File: src/rtl/tone_sweep_gen_if.sv
// Control, configuration and sample-output bundle for tone_sweep_gen.
// The master side drives strobes and configuration; the slave side (the
// generator) returns samples, status and the active tuning word.
interface tone_sweep_gen_if #(
    parameter int PHASE_W = 32,
    parameter int OUT_W   = 12
);
    logic               sample_en;
    logic               start;
    logic               abort;
    logic               mode;
    logic [PHASE_W-1:0] freq_start;
    logic [PHASE_W-1:0] freq_step;
    logic [PHASE_W-1:0] freq_stop;
    logic [31:0]        dwell;
    logic [OUT_W-1:0]   out_val;
    logic               out_valid;
    logic               busy;
    logic               done;
    logic [PHASE_W-1:0] cur_freq;

    modport master (
        output sample_en, start, abort, mode, freq_start, freq_step, freq_stop, dwell,
        input  out_val, out_valid, busy, done, cur_freq
    );

    modport slave (
        input  sample_en, start, abort, mode, freq_start, freq_step, freq_stop, dwell,
        output out_val, out_valid, busy, done, cur_freq
    );
endinterface

File: src/rtl/tone_sweep_gen.sv
// Direct digital synthesis sine source with an optional stepped frequency
// sweep. A phase accumulator addresses a quarter-wave sine ROM; quadrant
// bits select index mirroring and sign. One sample is produced per accepted
// sample_en strobe, two clocks after the strobe.
module tone_sweep_gen #(
    parameter int PHASE_W    = 32,
    parameter int LUT_BITS   = 8,
    parameter int OUT_W      = 12,
    parameter bit OFFSET_BIN = 1'b1,
    parameter bit SWEEP_WRAP = 1'b0
) (
    input logic             clk,
    input logic             reset,
    tone_sweep_gen_if.slave bus
);
    localparam int  ROM_DEPTH = 1 << LUT_BITS;
    localparam int  AMP       = (1 << (OUT_W - 1)) - 1;
    localparam real PI        = 3.14159265358979323846;
    localparam logic [OUT_W-1:0] OUT_RESET = OFFSET_BIN ? OUT_W'(AMP) : '0;

    typedef enum logic [1:0] {
        ST_IDLE,
        ST_RUN,
        ST_DONE
    } state_t;

    state_t r_state;
    state_t w_nextState;

    // Latched configuration
    logic               r_mode;
    logic [PHASE_W-1:0] r_freqStart;
    logic [PHASE_W-1:0] r_freqStep;
    logic [PHASE_W-1:0] r_freqStop;
    logic [31:0]        r_dwell;

    // Accumulator and sweep control
    logic [PHASE_W-1:0] r_phase;
    logic [PHASE_W-1:0] r_curFreq;
    logic [31:0]        r_dwellCnt;
    logic               r_finish;

    // Sample pipeline
    logic [OUT_W-2:0]   r_romData;
    logic               r_neg;
    logic               r_stageValid;
    logic [OUT_W-1:0]   r_outVal;
    logic               r_outValid;

    logic [OUT_W-2:0]    w_rom [ROM_DEPTH];
    logic                w_startCmd;
    logic                w_accept;
    logic                w_stepDue;
    logic                w_overStop;
    logic [PHASE_W:0]    w_nextFreq;
    logic [1:0]          w_quad;
    logic [LUT_BITS-1:0] w_idx;
    logic [LUT_BITS-1:0] w_romAddr;
    logic [OUT_W-1:0]    w_magnitude;
    logic [OUT_W-1:0]    w_signed;
    logic [OUT_W-1:0]    w_formatted;

    // Quarter-wave table, sampled at bin centres so the mirrored quadrants
    // never repeat an endpoint; values are fixed at elaboration time.
    for (genvar gi = 0; gi < ROM_DEPTH; gi++) begin : g_rom
        localparam int ROM_INT =
            $rtoi(AMP * $sin(PI * (2.0 * gi + 1.0) / (4.0 * ROM_DEPTH)) + 0.5);
        assign w_rom[gi] = ROM_INT[OUT_W-2:0];
    end

    // start is ignored during the single DONE cycle and loses to abort.
    assign w_startCmd = bus.start && !bus.abort && (r_state != ST_DONE);
    assign w_accept   = bus.sample_en && (r_state == ST_RUN) && !r_finish &&
                        !bus.start && !bus.abort;

    assign w_stepDue  = (r_dwellCnt == r_dwell - 32'd1);
    assign w_nextFreq = {1'b0, r_curFreq} + {1'b0, r_freqStep};
    assign w_overStop = (w_nextFreq > {1'b0, r_freqStop});

    assign w_quad    = r_phase[PHASE_W-1 -: 2];
    assign w_idx     = r_phase[PHASE_W-3 -: LUT_BITS];
    assign w_romAddr = w_quad[0] ? ~w_idx : w_idx;

    assign w_magnitude = {1'b0, r_romData};
    assign w_signed    = r_neg ? -w_magnitude : w_magnitude;
    assign w_formatted = OFFSET_BIN ? (w_signed + OUT_W'(AMP)) : w_signed;

    // State register.
    always_ff @(posedge clk) begin
        if (reset) begin
            r_state <= ST_IDLE;
        end else begin
            r_state <= w_nextState;
        end
    end

    // Next-state logic: a finishing sweep waits in RUN until the last
    // accepted sample has left the ROM stage, then shows DONE for one cycle.
    always_comb begin
        w_nextState = r_state;
        case (r_state)
            ST_IDLE: w_nextState = ST_IDLE;
            ST_RUN: begin
                if (r_finish && !r_stageValid) begin
                    w_nextState = ST_DONE;
                end
            end
            ST_DONE: w_nextState = ST_IDLE;
            default: w_nextState = ST_IDLE;
        endcase
        if (w_startCmd) begin
            w_nextState = ST_RUN;
        end
        if (bus.abort) begin
            w_nextState = ST_IDLE;
        end
    end

    // Configuration latch, phase accumulator and sweep stepping.
    always_ff @(posedge clk) begin
        if (reset) begin
            r_mode      <= 1'b0;
            r_freqStart <= '0;
            r_freqStep  <= '0;
            r_freqStop  <= '0;
            r_dwell     <= 32'd1;
            r_phase     <= '0;
            r_curFreq   <= '0;
            r_dwellCnt  <= '0;
            r_finish    <= 1'b0;
        end else if (bus.abort) begin
            r_finish <= 1'b0;
        end else if (w_startCmd) begin
            r_mode      <= bus.mode;
            r_freqStart <= bus.freq_start;
            r_freqStep  <= bus.freq_step;
            r_freqStop  <= bus.freq_stop;
            r_dwell     <= (bus.dwell == 32'd0) ? 32'd1 : bus.dwell;
            r_phase     <= '0;
            r_curFreq   <= bus.freq_start;
            r_dwellCnt  <= '0;
            r_finish    <= 1'b0;
        end else if (w_accept) begin
            r_phase <= r_phase + r_curFreq;
            if (r_mode) begin
                if (w_stepDue) begin
                    r_dwellCnt <= '0;
                    if (!w_overStop) begin
                        r_curFreq <= w_nextFreq[PHASE_W-1:0];
                    end else if (SWEEP_WRAP) begin
                        r_curFreq <= r_freqStart;
                    end else begin
                        r_finish <= 1'b1;
                    end
                end else begin
                    r_dwellCnt <= r_dwellCnt + 32'd1;
                end
            end
        end
    end

    // Two-stage sample pipeline: registered ROM read, then sign/format;
    // abort drops anything still in flight.
    always_ff @(posedge clk) begin
        if (reset) begin
            r_romData    <= '0;
            r_neg        <= 1'b0;
            r_stageValid <= 1'b0;
            r_outVal     <= OUT_RESET;
            r_outValid   <= 1'b0;
        end else begin
            r_stageValid <= w_accept;
            r_outValid   <= r_stageValid && !bus.abort;
            if (w_accept) begin
                r_romData <= w_rom[w_romAddr];
                r_neg     <= w_quad[1];
            end
            if (r_stageValid && !bus.abort) begin
                r_outVal <= w_formatted;
            end
        end
    end

    assign bus.out_val   = r_outVal;
    assign bus.out_valid = r_outValid;
    assign bus.busy      = (r_state == ST_RUN);
    assign bus.done      = (r_state == ST_DONE);
    assign bus.cur_freq  = r_curFreq;
endmodule

File: src/flat_wrapper.sv
// flat-port wrapper written by rule: the top's interface ports become plain ports
module tone_sweep_gen_flat 
#(
    parameter int PHASE_W    = 32,
    parameter int LUT_BITS   = 8,
    parameter int OUT_W      = 12,
    parameter bit OFFSET_BIN = 1'b1,
    parameter bit SWEEP_WRAP = 1'b0
)
  (clk, reset, bus_sample_en, bus_start, bus_abort, bus_mode, bus_freq_start, bus_freq_step, bus_freq_stop, bus_dwell, bus_out_val, bus_out_valid, bus_busy, bus_done, bus_cur_freq);
  tone_sweep_gen_if #(.PHASE_W(PHASE_W), .OUT_W(OUT_W)) bus_i ();
  input logic clk;
  input logic reset;
  input wire logic [$bits(bus_i.sample_en)-1:0] bus_sample_en;
  input wire logic [$bits(bus_i.start)-1:0] bus_start;
  input wire logic [$bits(bus_i.abort)-1:0] bus_abort;
  input wire logic [$bits(bus_i.mode)-1:0] bus_mode;
  input wire logic [$bits(bus_i.freq_start)-1:0] bus_freq_start;
  input wire logic [$bits(bus_i.freq_step)-1:0] bus_freq_step;
  input wire logic [$bits(bus_i.freq_stop)-1:0] bus_freq_stop;
  input wire logic [$bits(bus_i.dwell)-1:0] bus_dwell;
  output wire logic [$bits(bus_i.out_val)-1:0] bus_out_val;
  output wire logic [$bits(bus_i.out_valid)-1:0] bus_out_valid;
  output wire logic [$bits(bus_i.busy)-1:0] bus_busy;
  output wire logic [$bits(bus_i.done)-1:0] bus_done;
  output wire logic [$bits(bus_i.cur_freq)-1:0] bus_cur_freq;
  assign bus_i.sample_en = bus_sample_en;
  assign bus_i.start = bus_start;
  assign bus_i.abort = bus_abort;
  assign bus_i.mode = bus_mode;
  assign bus_i.freq_start = bus_freq_start;
  assign bus_i.freq_step = bus_freq_step;
  assign bus_i.freq_stop = bus_freq_stop;
  assign bus_i.dwell = bus_dwell;
  assign bus_out_val = bus_i.out_val;
  assign bus_out_valid = bus_i.out_valid;
  assign bus_busy = bus_i.busy;
  assign bus_done = bus_i.done;
  assign bus_cur_freq = bus_i.cur_freq;
  tone_sweep_gen #(.PHASE_W(PHASE_W), .LUT_BITS(LUT_BITS), .OUT_W(OUT_W), .OFFSET_BIN(OFFSET_BIN), .SWEEP_WRAP(SWEEP_WRAP)) u_core (.clk(clk), .reset(reset), .bus(bus_i));
endmodule
File: config.mk
export PLATFORM = sky130hd
export DESIGN_NAME = tone_sweep_gen_flat
export DESIGN_NICKNAME = d
export VERILOG_FILES = /design/src/rtl/tone_sweep_gen_if.sv /design/src/rtl/tone_sweep_gen.sv /design/src/flat_wrapper.sv
export SDC_FILE = /design/constraint.sdc
export NUM_CORES = 1
export LEC_CHECK = 0
export CORE_UTILIZATION = 55
export CTS_CLUSTER_DIAMETER = 80
export DETAILED_ROUTE_END_ITERATION = 6
export DONT_BUFFER_PORTS = 1
export GPL_ROUTABILITY_DRIVEN = 0
export PLACE_DENSITY_LB_ADDON = 0.15
export SLEW_MARGIN = 40
export SYNTH_ARGS = -nofsm -noshare
export SYNTH_HDL_FRONTEND = slang
export SYNTH_SLANG_ARGS = --single-unit
File: constraint.sdc
create_clock -name clk -period 13.19 [get_ports clk]
set_clock_uncertainty 0.1 [all_clocks]
set_input_delay 0.6595 -clock clk [delete_from_list [all_inputs] [get_ports clk]]
set_output_delay 0.6595 -clock clk [all_outputs]
set_load 0.03 [all_outputs]
==> results.md <==
* DR WL/cell at 20.36 um
* Tot Pwr at 0.001719 W
* R2R Path Start: u_core.bus.cur_freq[0]
* GR Util All Layers at 0.3269
* CTS Buf Count at 27
* Vias in the first global route at 16.18k
* Worst-margin pin slew at 0.9952 ns
* Design area at 18,720 um^2
* Later-pin clock latency in the skew report at 0.56 ns
* Synthesized flop and latch total at 222
* Commonest non-fill, non-tap cell in the layout: nand2_1
* Min-Delay Path Class: primary input to register
* Post-Syn Area at 17,740 um^2
* Routed Antenna Nets at 0
* Internal reg-to-reg setup slack at 6.55 ns
* Count of final setup violators at 0
* Mapped Cells at 2,456
* Leakage at 7.300 nW
* Drt first pass iters at 7
* Outcome: complete, but fails checks
* EDFF count, synth at 0
* WP data arrival at 6.99 ns
* VDD IR-drop max at 0.09350 mV
* Fin crit share at 0.5035
* Worst Hold End: u_core.bus.cur_freq[3]
* Crit-path max FO at 53
* Critical Path End Type: register
* # nets final at 2,581
* Worst-path clk slew at 0.06 ns
* Yosys Warn Count at 0
* Synth Flop Type: dfxtp_1
* Register area at 4446 um^2
* Row count at 65
* Net Count, Synth at 2,704
* Post-CTS sizing at 0
* Wirelength, routed at 56,170 um
* Worst rel slew slack at 0.3281
* Required @ worst endpoint at 13.54 ns
* Non-Filler Instances at 2,759
* Via/cell ratio at 6.624
* Fraction of the yosys area taken by sequential cells at 0.2505
* Post-synthesis cell type count at 86
* H-tree depth at 1
* Final hold vios at 0
* 1st-iter DRT viols at 2,002
* Max Fclk at 0.1506 GHz
* Detail Placement HPWL at 40,560 um
* Clk sink count at 222
* Hold_sp: reset
* Asr flop ratio synth at 0
* Startpoint Class: register
* Worst Hold Depth at 1
* CTS tree: built
* Syn_area_per_cell at 7.223 um^2
* Worst R2R End: u_core.bus.cur_freq[26]
* Die H at 181.6 um
* I/O Pins at 181
* CTS root buffer: clkbuf_16
* Area after DPL at 17,830 um^2
* Layout cells sized above 1 at 0.05315
* Via count at 18.28k
* Area Growth Syn to Fin at 5.551%
* Port buffer count at 0
* First-pass GRT wire length at 87,150 um
* Maximum clock path buffer count at 3
* Fillers at 3,014
* Total die area at 32,980 um^2
* Failing checks: DRC
* Final core occ at 0.5919
* Hold-fix buffers, CTS at 0
* Pin count of the biggest net entering global routing at 165
* Crit path time final at 6.642 ns
* Area of the multi-input gates at 12,380 um^2
* Critical path type: register to register
* RSZ-0062 raised after global routing: false
* Initial antenna violation count at 6
* Power density over the cells at 91.79 nW/um^2
* Die Width at 181.6 um
* Post-Place Cells at 2,706
* Drc violations at 1
* Worst-case reg-to-reg path depth at 20
* Max_cap viols at 0
* Initial Util at 0.5607
* Post-CTS setup buffer count at 0
* Most frequent cells in the layout: 363 x nand2_1, 235 x nor2_1, 233 x a21oi_1, 221 x dfxtp_1, 144 x o21ai_0
* Core area at 31,640 um^2
* Congestion Overflow GR at 0
* Setup TNS at 0 ns
* Count of final max-slew check failures at 0
[synthesized netlist by cell type (all sizes together) (35+ instances only)]
cell | n | area share
nand3 | 47 | 0.013
inv | 79 | 0.017
a21o | 37 | 0.016
nor4 | 49 | 0.021
buf | 35 | 0.0096
dfxtp | 222 | 0.25
clkbuf | 143 | 0.030
nor2 | 235 | 0.050
xnor2 | 88 | 0.043
nand2 | 364 | 0.077
ha | 112 | 0.079
nor3 | 87 | 0.025
o21ai | 145 | 0.041
xor2 | 64 | 0.032
o211ai | 51 | 0.022
a21oi | 233 | 0.066
[state kept, by name, summed over array words and instances, names as in the netlist]
name / flops
u_core.r_stageValid: 1
u_core.r_neg: 1
u_core.r_dwellCnt: 32
u_core.r_mode: 1
u_core.r_phase: 32
u_core.r_dwell: 32
u_core.bus.out_val: 12
u_core.r_finish: 1
u_core.bus.out_valid: 1
u_core.r_state: 2
u_core.r_romData: 11
u_core.r_freqStep: 32
u_core.bus.cur_freq: 32
u_core.r_freqStop: 32
[final cells by class]
type | instances | share of cell area
Antenna cell | 5 | 0.0006682
Clock buffer | 32 | 0.03922
Clock inverter | 16 | 0.006950
Inverter | 82 | 0.01644
Multi-Input combinational cell | 1974 | 0.6613
Sequential cell | 222 | 0.2374
Tap cell | 402 | 0.02686
Timing Repair Buffer | 26 | 0.01109
[worst max-delay path: stages, from the launching register on]
cell and delay [ns]:
dfxtp_1 0.44, ha_1 0.31, fa_1 0.45, a211oi_1 0.34, o211ai_1 0.20, a21oi_1 0.21
o21ba_2 0.24, o21ai_0 0.13, o41ai_1 0.56, o21bai_1 0.13, a21oi_1 0.20, xnor2_1 0.18
ha_1 0.31, a211oi_1 0.34, o21ai_0 0.18, a211oi_1 0.26, a31oi_1 0.22, nor2_1 0.28
nand4_4 0.59, and4_1 0.49, or3_1 0.36
[per-stage QoR]
stage	setup slack [ns]	hold WS [ns]
after detailed placement	6.777	0.3437
final	6.548	0.08015
after floorplan	8.115	0.3363
after global placement	6.954	0.3392
after global routing	6.059	0.07541
after CTS	6.736	0.05895
[power breakdown]
group          internal [W]  switching [W]  total [W]
Clock              0.000418       0.000306   0.000724
Combinational     0.0000983       0.000161   0.000259
Sequential         0.000692      0.0000438   0.000736
Total               0.00121       0.000511    0.00172
[worst max path at each step]
stage / start / endpoint / slack (ns) / depth (start not counted)
global route: u_core.bus.cur_freq[0] / u_core.bus.cur_freq[26] / 6.06 / 20
CTS: u_core.bus.cur_freq[0] / u_core.bus.cur_freq[26] / 6.74 / 20
finish: u_core.bus.cur_freq[0] / u_core.bus.cur_freq[26] / 6.55 / 20
floorplan: u_core.bus.cur_freq[0] / u_core.bus.cur_freq[26] / 8.12 / 20
detailed placement: u_core.bus.cur_freq[0] / u_core.bus.cur_freq[26] / 6.78 / 20
global placement: u_core.bus.cur_freq[0] / u_core.bus.cur_freq[26] / 6.95 / 20
[layer usage]
layer,wire length [um],vias up,GRT usage
met5,0,-,0
met4,1866,0,0.1173
met3,5574,127,0.05997
met2,24420,970,0.5037
met1,24310,8552,0.4544
li1,-,8626,-
[kinds of logic after synthesis]
group           synth area share
fa+ha+maj                0.08125
buf+inv                  0.05720
simple gates              0.2607
xor+xnor                 0.07505
compound gates            0.2603
mux                      0.01495
flops                     0.2505
Power figures use the tool's default switching activity.
